[config.mk]
export PLATFORM = sky130hd
export DESIGN_NAME = booth_mul_seq
export DESIGN_NICKNAME = d
export VERILOG_FILES = /design/src/rtl/booth_pkg.sv /design/src/rtl/booth_shift_reg.sv /design/src/rtl/booth_mul_seq.sv
export SDC_FILE = /design/constraint.sdc
export NUM_CORES = 1
export LEC_CHECK = 0
export BUFFER_PORTS_ARGS = -buffer_cell sky130_fd_sc_hd__buf_2
export CORE_UTILIZATION = 50
export CTS_BUF_LIST = sky130_fd_sc_hd__clkbuf_4 sky130_fd_sc_hd__clkbuf_8 sky130_fd_sc_hd__clkbuf_16
export CTS_CLUSTER_SIZE = 24
export DETAILED_ROUTE_END_ITERATION = 10
export GPL_TIMING_DRIVEN = 0
export PLACE_DENSITY = 0.8
export SLEW_MARGIN = 20
export SYNTH_ARGS = -nofsm -noshare
export SYNTH_HDL_FRONTEND = slang
export SYNTH_HIERARCHICAL = 1
export SYNTH_SLANG_ARGS = --single-unit
[constraint.sdc]
create_clock -name clk -period 3.95 [get_ports clk]
set_input_delay 0.395 -clock clk [delete_from_list [all_inputs] [get_ports clk]]
set_output_delay 0.395 -clock clk [all_outputs]
set_load 0.005 [all_outputs]
[src/rtl/booth_pkg.sv]
// Shared definitions for the sequential Booth multiplier: FSM encoding and
// the iteration-counter width helper.
package booth_pkg;

    typedef enum logic [1:0] {
        IDLE = 2'd0,
        RUN  = 2'd1,
        DONE = 2'd2
    } state_t;

    // The counter must hold WIDTH+1 (the load value), so size it for WIDTH+2 states.
    function automatic int cnt_width(input int width);
        return $clog2(width + 2);
    endfunction

endpackage

[src/rtl/booth_shift_reg.sv]
// Booth accumulator {A,Qr,q_m1}: parallel load, or add/sub of m_ext followed
// by a one-bit arithmetic right shift of the whole register.
module booth_shift_reg
    import booth_pkg::*;
#(
    parameter int N = 5
) (
    input  logic             clk,
    input  logic             reset,
    input  logic             load,
    input  logic             shift,
    input  logic [1:0]       op,
    input  logic [N-1:0]     m_ext,
    input  logic [N-1:0]     q_ext,
    output logic [1:0]       lsb_pair,
    output logic [2*N-3:0]   prod_nxt
);

    logic [N:0]          a;
    logic [N-1:0]        qr;
    logic                q_m1;
    logic signed [N:0]   a_s;
    logic signed [N:0]   m_s;
    logic signed [N:0]   sum;
    logic [N:0]          a_nxt;
    logic [N-1:0]        qr_nxt;

    // A carries one guard bit beyond the extended operand, so the add/sub cannot overflow.
    always_comb begin
        a_s = a;
        m_s = {m_ext[N-1], m_ext};
        unique case (op)
            2'b01:   sum = a_s + m_s;
            2'b10:   sum = a_s - m_s;
            default: sum = a_s;
        endcase
        a_nxt  = {sum[N], sum[N:1]};
        qr_nxt = {sum[0], qr[N-1:1]};
    end

    assign lsb_pair = {qr[0], q_m1};
    assign prod_nxt = {a_nxt[N-3:0], qr_nxt};

    always_ff @(posedge clk or posedge reset) begin
        if (reset) begin
            a    <= '0;
            qr   <= '0;
            q_m1 <= 1'b0;
        end else if (load) begin
            a    <= '0;
            qr   <= q_ext;
            q_m1 <= 1'b0;
        end else if (shift) begin
            a    <= a_nxt;
            qr   <= qr_nxt;
            q_m1 <= qr[0];
        end
    end

endmodule

[src/rtl/booth_mul_seq.sv]
// Sequential radix-2 Booth multiplier with start/busy/done handshake and a
// per-operation signed/unsigned mode. One iteration per cycle, WIDTH+1 iterations.
module booth_mul_seq
    import booth_pkg::*;
#(
    parameter int WIDTH = 4
) (
    input  logic               clk,
    input  logic               reset,
    input  logic               start,
    input  logic               is_signed,
    input  logic [WIDTH-1:0]   multiplicand,
    input  logic [WIDTH-1:0]   multiplier,
    output logic               busy,
    output logic               done,
    output logic [2*WIDTH-1:0] product
);

    localparam int N  = WIDTH + 1;
    localparam int CW = cnt_width(WIDTH);

    state_t               state;
    state_t               state_nx;
    logic [CW-1:0]        cnt;
    logic [N-1:0]         m_ext;
    logic [N-1:0]         q_ext;
    logic [N-1:0]         m_reg;
    logic [1:0]           op;
    logic                 load;
    logic                 shift;
    logic                 last;
    logic [2*WIDTH-1:0]   prod_nxt;

    // One extra bit lets unsigned operands with the MSB set go through the signed Booth recoding.
    assign m_ext = {is_signed & multiplicand[WIDTH-1], multiplicand};
    assign q_ext = {is_signed & multiplier[WIDTH-1], multiplier};

    assign busy = (state == RUN);
    assign last = (state == RUN) && (cnt == CW'(1));

    always_comb begin
        state_nx = state;
        load     = 1'b0;
        shift    = 1'b0;
        unique case (state)
            IDLE: begin
                if (start) begin
                    load     = 1'b1;
                    state_nx = RUN;
                end
            end
            RUN: begin
                shift = 1'b1;
                if (cnt == CW'(1)) begin
                    state_nx = DONE;
                end
            end
            DONE: begin
                if (start) begin
                    load     = 1'b1;
                    state_nx = RUN;
                end else begin
                    state_nx = IDLE;
                end
            end
            default: state_nx = IDLE;
        endcase
    end

    always_ff @(posedge clk or posedge reset) begin
        if (reset) begin
            state <= IDLE;
        end else begin
            state <= state_nx;
        end
    end

    always_ff @(posedge clk or posedge reset) begin
        if (reset) begin
            cnt   <= '0;
            m_reg <= '0;
        end else if (load) begin
            cnt   <= CW'(N);
            m_reg <= m_ext;
        end else if (shift) begin
            cnt   <= cnt - CW'(1);
        end
    end

    booth_shift_reg #(
        .N (N)
    ) u_shift_reg (
        .clk      (clk),
        .reset    (reset),
        .load     (load),
        .shift    (shift),
        .op       (op),
        .m_ext    (m_reg),
        .q_ext    (q_ext),
        .lsb_pair (op),
        .prod_nxt (prod_nxt)
    );

    // Product is captured from the final iteration's result so it is valid alongside done.
    always_ff @(posedge clk or posedge reset) begin
        if (reset) begin
            done    <= 1'b0;
            product <= '0;
        end else begin
            done <= last;
            if (last) begin
                product <= prod_nxt;
            end
        end
    end

endmodule
# ---- Word level (Yosys, flattened, before mapping)
# Cells that the tools add are included.
dict set report classes {
  n_reduce_logical 5
  magnitude_cmp 0
  div 0
  add_sub_neg 3
  mux 16
  n_mul 0
  bitwise_logic 2
  n_eq_ne 7
  n_shift 0
}
# operator count
set op_table {}
lappend op_table {{$mux 6} 2}
lappend op_table {{$pmux 6 s2} 1}
lappend op_table {{$mux 5} 2}
lappend op_table {{$add 6x5->6} 1}
lappend op_table {{$mux 1} 6}
lappend op_table {{$mux 3} 2}
lappend op_table {{$pmux 2 s3} 1}
lappend op_table {{$sub 6x5->6} 1}
lappend op_table {{$eq 2x1->1 const B} 2}
lappend op_table {{$eq 2x2->1 const B} 2}
lappend op_table {{$mux 2} 2}
lappend op_table {{$eq 3x1->1 const B} 1}
lappend op_table {{$sub 3x1->3 const B} 1}
lappend op_table {{$and 1x1->1} 2}
lappend op_table {{$logic_not 2->1} 1}
lappend op_table {{$ne 2x1->1 const B} 1}
lappend op_table {{$ne 2x2->1 const B} 1}
lappend op_table {{$reduce_and 2->1} 1}
lappend op_table {{$reduce_bool 2->1} 1}
lappend op_table {{$reduce_or 2->1} 1}
lappend op_table {{$logic_and 1x1->1} 1}
dict set report word_totals {
  mem_bits_ro 0
  output_inout_bits 10
  latchBits 0
  word_cells 41
  mem_count 0
  ram_bits 0
  reg_bits 31
}

# ---- Depth between registers and ports, before layout
# Gate-level depths: netlist of the first run.
dict set report logic_depth {
  depth_word 4
  depth_mapped 12
  depth_no_buf 11
}

# ---- Hierarchy
# The synthesis of the first run kept the hierarchy.
# module cells_per_inst seq_area_each_um2 area_each_um2 n_inst
set modules_own_cells {}
lappend modules_own_cells {booth_shift_reg 95 275.3 864.6 1}
lappend modules_own_cells {booth_mul_seq 66 475.5 828.3 1}

# ---- Worst setup path before layout of the first run
# No wires, ideal clock.
dict set report synth_path {
  path_kind {reg-to-reg}
  startpoint {reg u_shift_reg.q_m1}
  endpoint {reg u_shift_reg.a[4]}
  t_arrival_ns 2.413
  n_path_buf 1
  slack_ns 1.409
  synth_period_minus_slack_ns 2.541
  setup_time_ns 0.128
  stages_incl_launch_ff 12
  required_ns 3.822
  path_cell_list {dfrtp_1 -> buf_4 -> inv_1 -> ha_1 -> mux2_2 -> inv_1 -> ha_1 -> nor2b_1 -> o31a_1 -> o22ai_1 -> mux2i_1 -> mux2_1}
}
dict set report synth_via {
  elab_chain_len 4
}
# item line
set synth_rtl {}
lappend synth_rtl {{start: declaration} booth_shift_reg.sv:21} ;# logic q_m1;
lappend synth_rtl {{start signal: assignment} booth_shift_reg.sv:56} ;# q_m1 <= qr[0];
lappend synth_rtl {{$eq 2x2->1 / $eq 2x1->1 (equally long branches)} booth_shift_reg.sv:32} ;# unique case (op)
lappend synth_rtl {{$pmux 6 s2 (*)} booth_shift_reg.sv:32}
lappend synth_rtl {{$mux 6 (*)} booth_shift_reg.sv:53} ;# end else if (shift) begin
lappend synth_rtl {{$mux 6 (*)} booth_shift_reg.sv:49} ;# end else if (load) begin
lappend synth_rtl {{end signal: assignment} booth_shift_reg.sv:54} ;# a <= a_nxt;
lappend synth_rtl {{end: declaration} booth_shift_reg.sv:19} ;# logic [N:0] a;
# Every way passes the cells marked *; elsewhere a longest branch is shown, timed or not. The select of a mux whose other input is x is not followed.
# A chain may end at the register's enable or synchronous reset.

# ---- Worst setup path after layout of the first run
# Ends and elaborated chain as after synthesis.

==> run summary, run 1 <==
Final Skew -> 0.01302 ns
Internal -> 1.112 mW
Layout area overhead -> 13.23%
fin crit share -> 70.53%
DP HPWL -> 2474 microns
hold buffers post-CTS -> 0
Synth Instances -> 161
final worst path period need -> 2.786 ns
Rel. slew slack -> 47.72%
Clock Root Buffer -> clkbuf_4
CP Launch Point -> u_shift_reg/q_m1
non-filler instance count after layout -> 234
Total Routed Length -> 3356 microns
synth unique cells -> 41
Nets -> 211
sw frac -> 41.70%
Avg Inst Size Synth -> 10.51 sq um
Worst-Skew Late Latency -> 0.33 ns
DR vias/cell -> 5.278
Leak Pwr -> 0.9784 nW
initial core utilization -> 54.12%
# IOs -> 22
critical path data required time -> 4.17 ns
CTS sink cnt -> 30
most common cell in the netlist -> dfrtp_1
initial antenna violation count -> 0
asr flop ratio synth -> 100.0%
flops & latches, synth -> 30
FF-to-FF Start -> u_shift_reg/q_m1
max frequency -> 358.9 MHz
Final setup viols -> 0
Net Count, Synth -> 183
CP Buf/Inv Count -> 3
H-tree Lvls -> 2
RSZ-0062 raised after global routing -> no
PwrDens -> 994.9 nW/um^2
max FFs per register -> 8
Max stage delay cell, worst path -> mux2_2
CTS buffer count -> 5
TritonCTS clock tree -> built
delay-heaviest family, CP -> multiplexers
final worst setup slack -> 1.164 ns
WL/cell -> 14.34 microns
chip width -> 60.19 microns
total grt overflow -> 0
share of the synthesized area in the top cell type -> 44.35%
Largest Register -> product
Yosys warnings -> 6
Cell Chain, Critical Path -> buf_4 -> inv_1 -> ha_1 -> mux2_2 -> inv_1 -> ha_1 -> nor2b_1 -> o31a_1 -> o22ai_1 -> mux2i_1 -> mux2_1
first-pass GRT wire length -> 5664 microns
post-route ant nets -> 0
worst hold path class -> in -> async
power share of the sequential group -> 29.8%
Synth top cells by count -> dfrtp_1, nand2_1, inv_1, mux2i_1
row count -> 20
clk slew on worst S/H paths -> 0.10 ns
DRC violations left -> 0
post-synthesis cell area -> 1693 sq um
Post-Synth Adder-Cell Area -> 7.834%
element type at the critical path start -> flop
Net Switching -> 0.7952 mW
post-synthesis simple-gate area fraction -> 16.33%
Post-Place Setup Slack -> 1.163 ns
Post-synth top flop -> dfrtp_1
GRT Util Overall -> 21.93%
Total Die Area -> 3622 sq um
vias in the first global route -> 1272
pin count of the biggest net entering global routing -> 20
GP Congestion -> 0.8190
TritonRoute pass-1 iters -> 4
main combinational cell family by area after synthesis -> simple AND/OR/NAND/NOR gates
Clock Power Share -> 10.5%
maximum VDD drop -> 0.4340 mV
CP peak stage delay -> 0.40 ns
Iter 0 DRT Violations -> 37
Core Region -> 3128 sq um
post-synthesis sequential area ratio -> 44.35%
Critical Path AT -> 3.01 ns
status -> complete, no violations
layout cell share with drive strength beyond 1 -> 27.37%
Compound-Gate Fraction of Synth Area -> 7.834%
Final Max Slew Viols -> 0
setup_tns -> 0 ns
XOR/XNOR share of the synthesized area -> 2.587%
Die Y -> 60.19 microns
Post-synth EDFFs -> 0
placed cells -> 226
critical path type -> reg -> reg
Worst setup EP type -> flop
largest cells by area after synthesis -> dfrtp_1, mux2_4, ha_1, mux2i_1, nand2_1
multiplexer share of the synthesized area -> 14.93%
Max Cap Viol -> 0
Combinational Power Share -> 59.7%
endpoints failing hold -> 0
Least-Margin Pin Slew -> 0.7833 ns
Post-CTS Resized -> 0
critical path fanouts, max -> 6
Port Buf Inserts -> 21
ant diodes -> 0
Setup Buffers After CTS -> 0
area leader, netlist -> dfrtp_1
Bufs on Longest Clock Path -> 2
via count -> 1235
-- through the flow --
step | util [%] | cell area, sq um | hold WS, ns | total power [mW]
after floorplan | - | 1693 | 0.2474 | 1.434
after global placement | 59.24 | 1853 | 0.4195 | 1.621
after detailed placement | 59.24 | 1853 | 0.4235 | 1.704
after CTS | 61.28 | 1917 | 0.05139 | 1.911
after global routing | 61.28 | 1917 | 0.06615 | 2.062
final | 61.28 | 1917 | 0.05148 | 1.907
-- cell type report --
class,instances,area [sq um]
Buffer,6,52.55
Clock buffer,7,58.81
Clock inverter,1,5.005
Fill cell,251,1211
Inverter,13,51.30
Multi-Input combinational cell,112,838.3
Sequential cell,30,750.7
Tap cell,44,55.05
Timing Repair Buffer,21,105.1
-- per-layer routing --
layer,track usage (%),wire [microns]
met5,0,0
met4,10.30,85
met3,5.628,132
met2,36.26,1678
met1,26.49,1460
-- power groups by stage --
stage / Sequential (mW) / Combinational [mW] / Clock, mW
floorplan: 0.548 / 0.886 / 0
global placement: 0.562 / 1.06 / 0
detailed placement: 0.572 / 1.13 / 0
CTS: 0.568 / 1.14 / 0.204
global route: 0.585 / 1.26 / 0.217
finish: 0.568 / 1.14 / 0.200
-- final timing paths --
path / slack (ns) / end / cells past startpoint
setup / recovery: 1.16 / u_shift_reg/a[4] / 11
hold / removal: 0.05 / u_shift_reg/a[2] / 2
setup reg to reg: 1.16 / u_shift_reg/a[4] / 11
hold reg to reg: 0.52 / product[0] / 1
max in group asynchronous: 3.24 / state[0] / 2
min in group clk: 0.25 / m_reg[0] / 3
-- kinds of logic after synthesis --
family	count (synthesis)
simple gates	54
fa+ha+maj	10
buf+inv	19
xor+xnor	5
compound gates	22
flops	30
mux	21
-- cells in the final DEF (no fill, tap or decap), drive strengths merged, types with 2 or more instances in the layout --
cell type / synthesis / layout
dfrtp: 30 / 30
buf: 4 / 25
nand2: 21 / 21
inv: 13 / 13
mux2i: 11 / 11
o21ai: 10 / 10
nor2: 10 / 10
mux2: 10 / 10
ha: 9 / 9
clkbuf: 2 / 9
nor3: 6 / 6
xnor2: 4 / 4
a21oi: 4 / 4
nor2b: 4 / 4
and2: 4 / 4
o21a: 3 / 3
nand3: 2 / 2
a211oi: 2 / 2
nand2b: 2 / 2
and2b: 2 / 2
-- worst reg2reg max path, delay by kind of cell (launching register included) --
kind                     cells  cell delay, ns
adder cells (fa/ha/maj)      2            0.50
multiplexers                 3            0.96
AND/OR/NAND/NOR              1            0.14
buffers and inverters        3            0.25
flip-flops                   1            0.39
AO/OA/AOI/OAI                2            0.45
(Power assumes the default switching activity.)
==> run 2, diff against run 1 <==
--- a/config.mk
+++ b/config.mk
@@ -5,13 +5,14 @@
 export SDC_FILE = /design/constraint.sdc
 export NUM_CORES = 1
 export LEC_CHECK = 0
+export ABC_AREA = 1
 export BUFFER_PORTS_ARGS = -buffer_cell sky130_fd_sc_hd__buf_2
 export CORE_UTILIZATION = 50
 export CTS_BUF_LIST = sky130_fd_sc_hd__clkbuf_4 sky130_fd_sc_hd__clkbuf_8 sky130_fd_sc_hd__clkbuf_16
 export CTS_CLUSTER_SIZE = 24
 export DETAILED_ROUTE_END_ITERATION = 10
 export GPL_TIMING_DRIVEN = 0
-export PLACE_DENSITY = 0.8
+export PLACE_DENSITY = 0.79
 export SLEW_MARGIN = 20
 export SYNTH_ARGS = -nofsm -noshare
 export SYNTH_HDL_FRONTEND = slang
==> constraint.sdc (replaced) <==
create_clock -name clk -period 2.67 [get_ports clk]
set_input_delay 0.267 -clock clk [delete_from_list [all_inputs] [get_ports clk]]
set_output_delay 0.267 -clock clk [all_outputs]
set_load 0.005 [all_outputs]
==> run summary, run 2 <==
status -> complete, no violations
# IOs -> 22 (unchanged)
Worst-Skew Late Latency -> 0.32 ns (about the same)
Port Buf Inserts -> 21 (unchanged)
total grt overflow -> 0 (unchanged)
post-synthesis simple-gate area fraction -> 29.36% (+13 points)
Synth top cells by count -> nand2_1, inv_1, dfrtp_1, nand3_1
post-synthesis sequential area ratio -> 43.38% (-0.96 points)
Total Routed Length -> 3424 microns (+2.0%)
layout cell share with drive strength beyond 1 -> 18.07% (-9.3 points)
Least-Margin Pin Slew -> 0.7037 ns (-0.07957 ns)
fin crit share -> 84.47% (+14 points)
Die Y -> 60.83 microns (+1.1%)
post-synthesis cell area -> 1730 sq um (+2.2%)
Post-CTS Resized -> 0 (unchanged)
initial core utilization -> 54.45% (+0.33 points)
critical path type -> reg -> reg
Final Max Slew Viols -> 0 (unchanged)
Synth Instances -> 219 (+36%)
hold slack -> 0.1385 ns (+0.08705 ns)
Final setup viols -> 0 (unchanged)
TritonRoute pass-1 iters -> 4 (unchanged)
CTS sink cnt -> 30 (unchanged)
Setup Buffers After CTS -> 0 (unchanged)
share of the synthesized area in the top cell type -> 43.38% (-0.96 points)
first-pass GRT wire length -> 5775 microns (+2.0%)
setup_tns -> 0 ns (unchanged)
RSZ-0062 raised after global routing -> no
critical path fanouts, max -> 8 (+2)
vias in the first global route -> 1328 (+4.4%)
maximum VDD drop -> 0.7640 mV (+76%)
hold buffers post-CTS -> 1 (+1)
pin count of the biggest net entering global routing -> 20 (unchanged)
Avg Inst Size Synth -> 7.901 sq um (-25%)
clk slew on worst S/H paths -> 0.10 ns (about the same)
Cell Chain, Critical Path -> buf_4 -> inv_1 -> ha_1 -> a21oi_1 -> xor2_1 -> inv_1 -> ha_1 -> nand2_1 -> inv_1 -> nand2_1 -> nand3_1 -> nand3_1 -> nand3_1 -> nand2_1 -> inv_1
Yosys warnings -> 6 (unchanged)
via count -> 1411 (+14%)
Hold Crit Depth -> 3
Max stage delay cell, worst path -> dfrtp_1
design area -> 1964 sq um (+2.5%)
ant diodes -> 0 (unchanged)
Clock Root Buffer -> clkbuf_4
Net Switching -> 1.340 mW (+69%)
Core Region -> 3178 sq um (+1.6%)
Post-synth top flop -> dfrtp_1
placed cell area -> 1891 sq um (+2.0%)
chip width -> 60.83 microns (+1.1%)
GRT Util Overall -> 21.85% (-0.080 points)
H-tree Lvls -> 2 (unchanged)
WL/cell -> 11.69 microns (-19%)
Internal -> 1.446 mW (+30%)
element type at the critical path start -> flop
Nets -> 270 (+28%)
TritonCTS clock tree -> built
initial antenna violation count -> 0 (unchanged)
most common cell in the netlist -> nand2_1
Largest Register -> product
area leader, netlist -> dfrtp_1
final worst path period need -> 2.255 ns (-0.5307 ns)
Combinational Power Share -> 61.1% (+1.4 points)
worst hold path class -> in -> reg
Post-Synth Adder-Cell Area -> 7.664% (-0.17 points)
Rel. slew slack -> 53.03% (+5.3 points)
GP Congestion -> 0.8930 (+9.0%)
R2R cell count -> 15 (+4)
commonest non-fill, non-tap cell in the layout -> nand2_1
Iter 0 DRT Violations -> 44 (+19%)
DP HPWL -> 2630 microns (+6.3%)
DR vias/cell -> 4.816 (-8.8%)
Compound-Gate Fraction of Synth Area -> 7.231% (-0.60 points)
Leak Pwr -> 1.123 nW (+15%)
flops & latches, synth -> 30 (unchanged)
Layout area overhead -> 13.52%
XOR/XNOR share of the synthesized area -> 2.531% (-0.056 points)
largest cells by area after synthesis -> dfrtp_1, nand2_1, inv_1, ha_1, nand3_1
power share of the sequential group -> 28.8% (-1.0 points)
sw frac -> 48.10% (+6.4 points)
Worst setup EP type -> flop
DRC violations left -> 0 (unchanged)
CP peak stage delay -> 0.36 ns (-0.04 ns)
post-route ant nets -> 0 (unchanged)
R2R Setup Slk -> 0.41 ns (-0.75 ns)
commonest cells after routing, fill and taps aside -> nand2_1, inv_1, dfrtp_1, buf_2, nand3_1
Total Die Area -> 3700 sq um (+2.2%)
max frequency -> 443.4 MHz (+24%)
multiplexer share of the synthesized area -> 0% (-15 points)
endpoints failing hold -> 0 (unchanged)
Clock Power Share -> 10.2% (-0.3 points)
critical path data required time -> 2.90 ns (-1.27 ns)
PwrDens -> 1418 nW/um^2 (+43%)
row count -> 20 (unchanged)
Final Skew -> 0.009889 ns (-0.003126 ns)
CTS buffer count -> 5 (unchanged)
max FFs per register -> 8 (unchanged)
main combinational cell family by area after synthesis -> simple AND/OR/NAND/NOR gates
asr flop ratio synth -> 100.0% (unchanged)
Max Cap Viol -> 0 (unchanged)
Top cell by count, worst path -> inv_1
synth unique cells -> 29 (-29%)
Net Count, Synth -> 241 (+32%)
Critical Path AT -> 2.48 ns (-0.53 ns)
Bufs on Longest Clock Path -> 2 (unchanged)
Post-synth EDFFs -> 0 (unchanged)
run 2: cell families after synthesis:
| logic type | after synthesis |
|---|---|
| xor+xnor | 5 |
| fa+ha+maj | 10 |
| flops | 30 |
| compound gates | 22 |
| simple gates | 112 |
| buf+inv | 40 |
run 2: routing by layer:
layer | global-route usage [%] | share of wire (%)
met5 | 0 | 0
met4 | 7.468 | 0.73
met3 | 6.183 | 3.4
met2 | 34.22 | 46
met1 | 29.19 | 50
run 2: area by class of cell:
class / count / area, sq um
buffer: 4 / 35.03
sequential: 30 / 750.7
multi-input combinational: 149 / 809.5
inverter: 36 / 135.1
timing repair buffer: 22 / 115.1
fill: 312 / 1214
clock inverter: 2 / 12.51
clock buffer: 6 / 51.30
tap: 44 / 55.05
run 2: path summary, 6_finish.rpt:
kind,end,startpoint
worst max-delay path,u_shift_reg/a[4],u_shift_reg/q_m1
worst min-delay path,m_reg[2],multiplicand[2]
worst max register to register,u_shift_reg/a[4],u_shift_reg/q_m1
worst min register to register,product[6],product[6]
max in group asynchronous,m_reg[3],reset
min in group asynchronous,u_shift_reg/qr[1],reset
run 2: power by group through the flow:
stage	logic (mW)	registers [mW]	clock network (mW)
after floorplan	1.33	0.784	0
after global routing	1.93	0.825	0.314
final	1.70	0.802	0.283
after detailed placement	1.69	0.810	0
after global placement	1.63	0.805	0
after CTS	1.70	0.803	0.295
run 2: stage by stage:
stage	power [mW]	util [%]	cells	worst slack (ns)
after CTS	2.802	61.81	293	0.4376
after global placement	2.437	59.49	284	0.5145
after detailed placement	2.504	59.49	284	0.4617
after floorplan	2.111	-	219	0.6900
final	2.786	61.81	293	0.4147
after global routing	3.074	61.81	293	0.2540
run 2: critical path: cells and delay by family, from the launching register on:
kind / cells / cell delay [ns]
fa+ha+maj: 2 / 0.63
simple gates: 6 / 0.50
flops: 1 / 0.36
buf+inv: 5 / 0.28
xor+xnor: 1 / 0.20
compound gates: 1 / 0.19
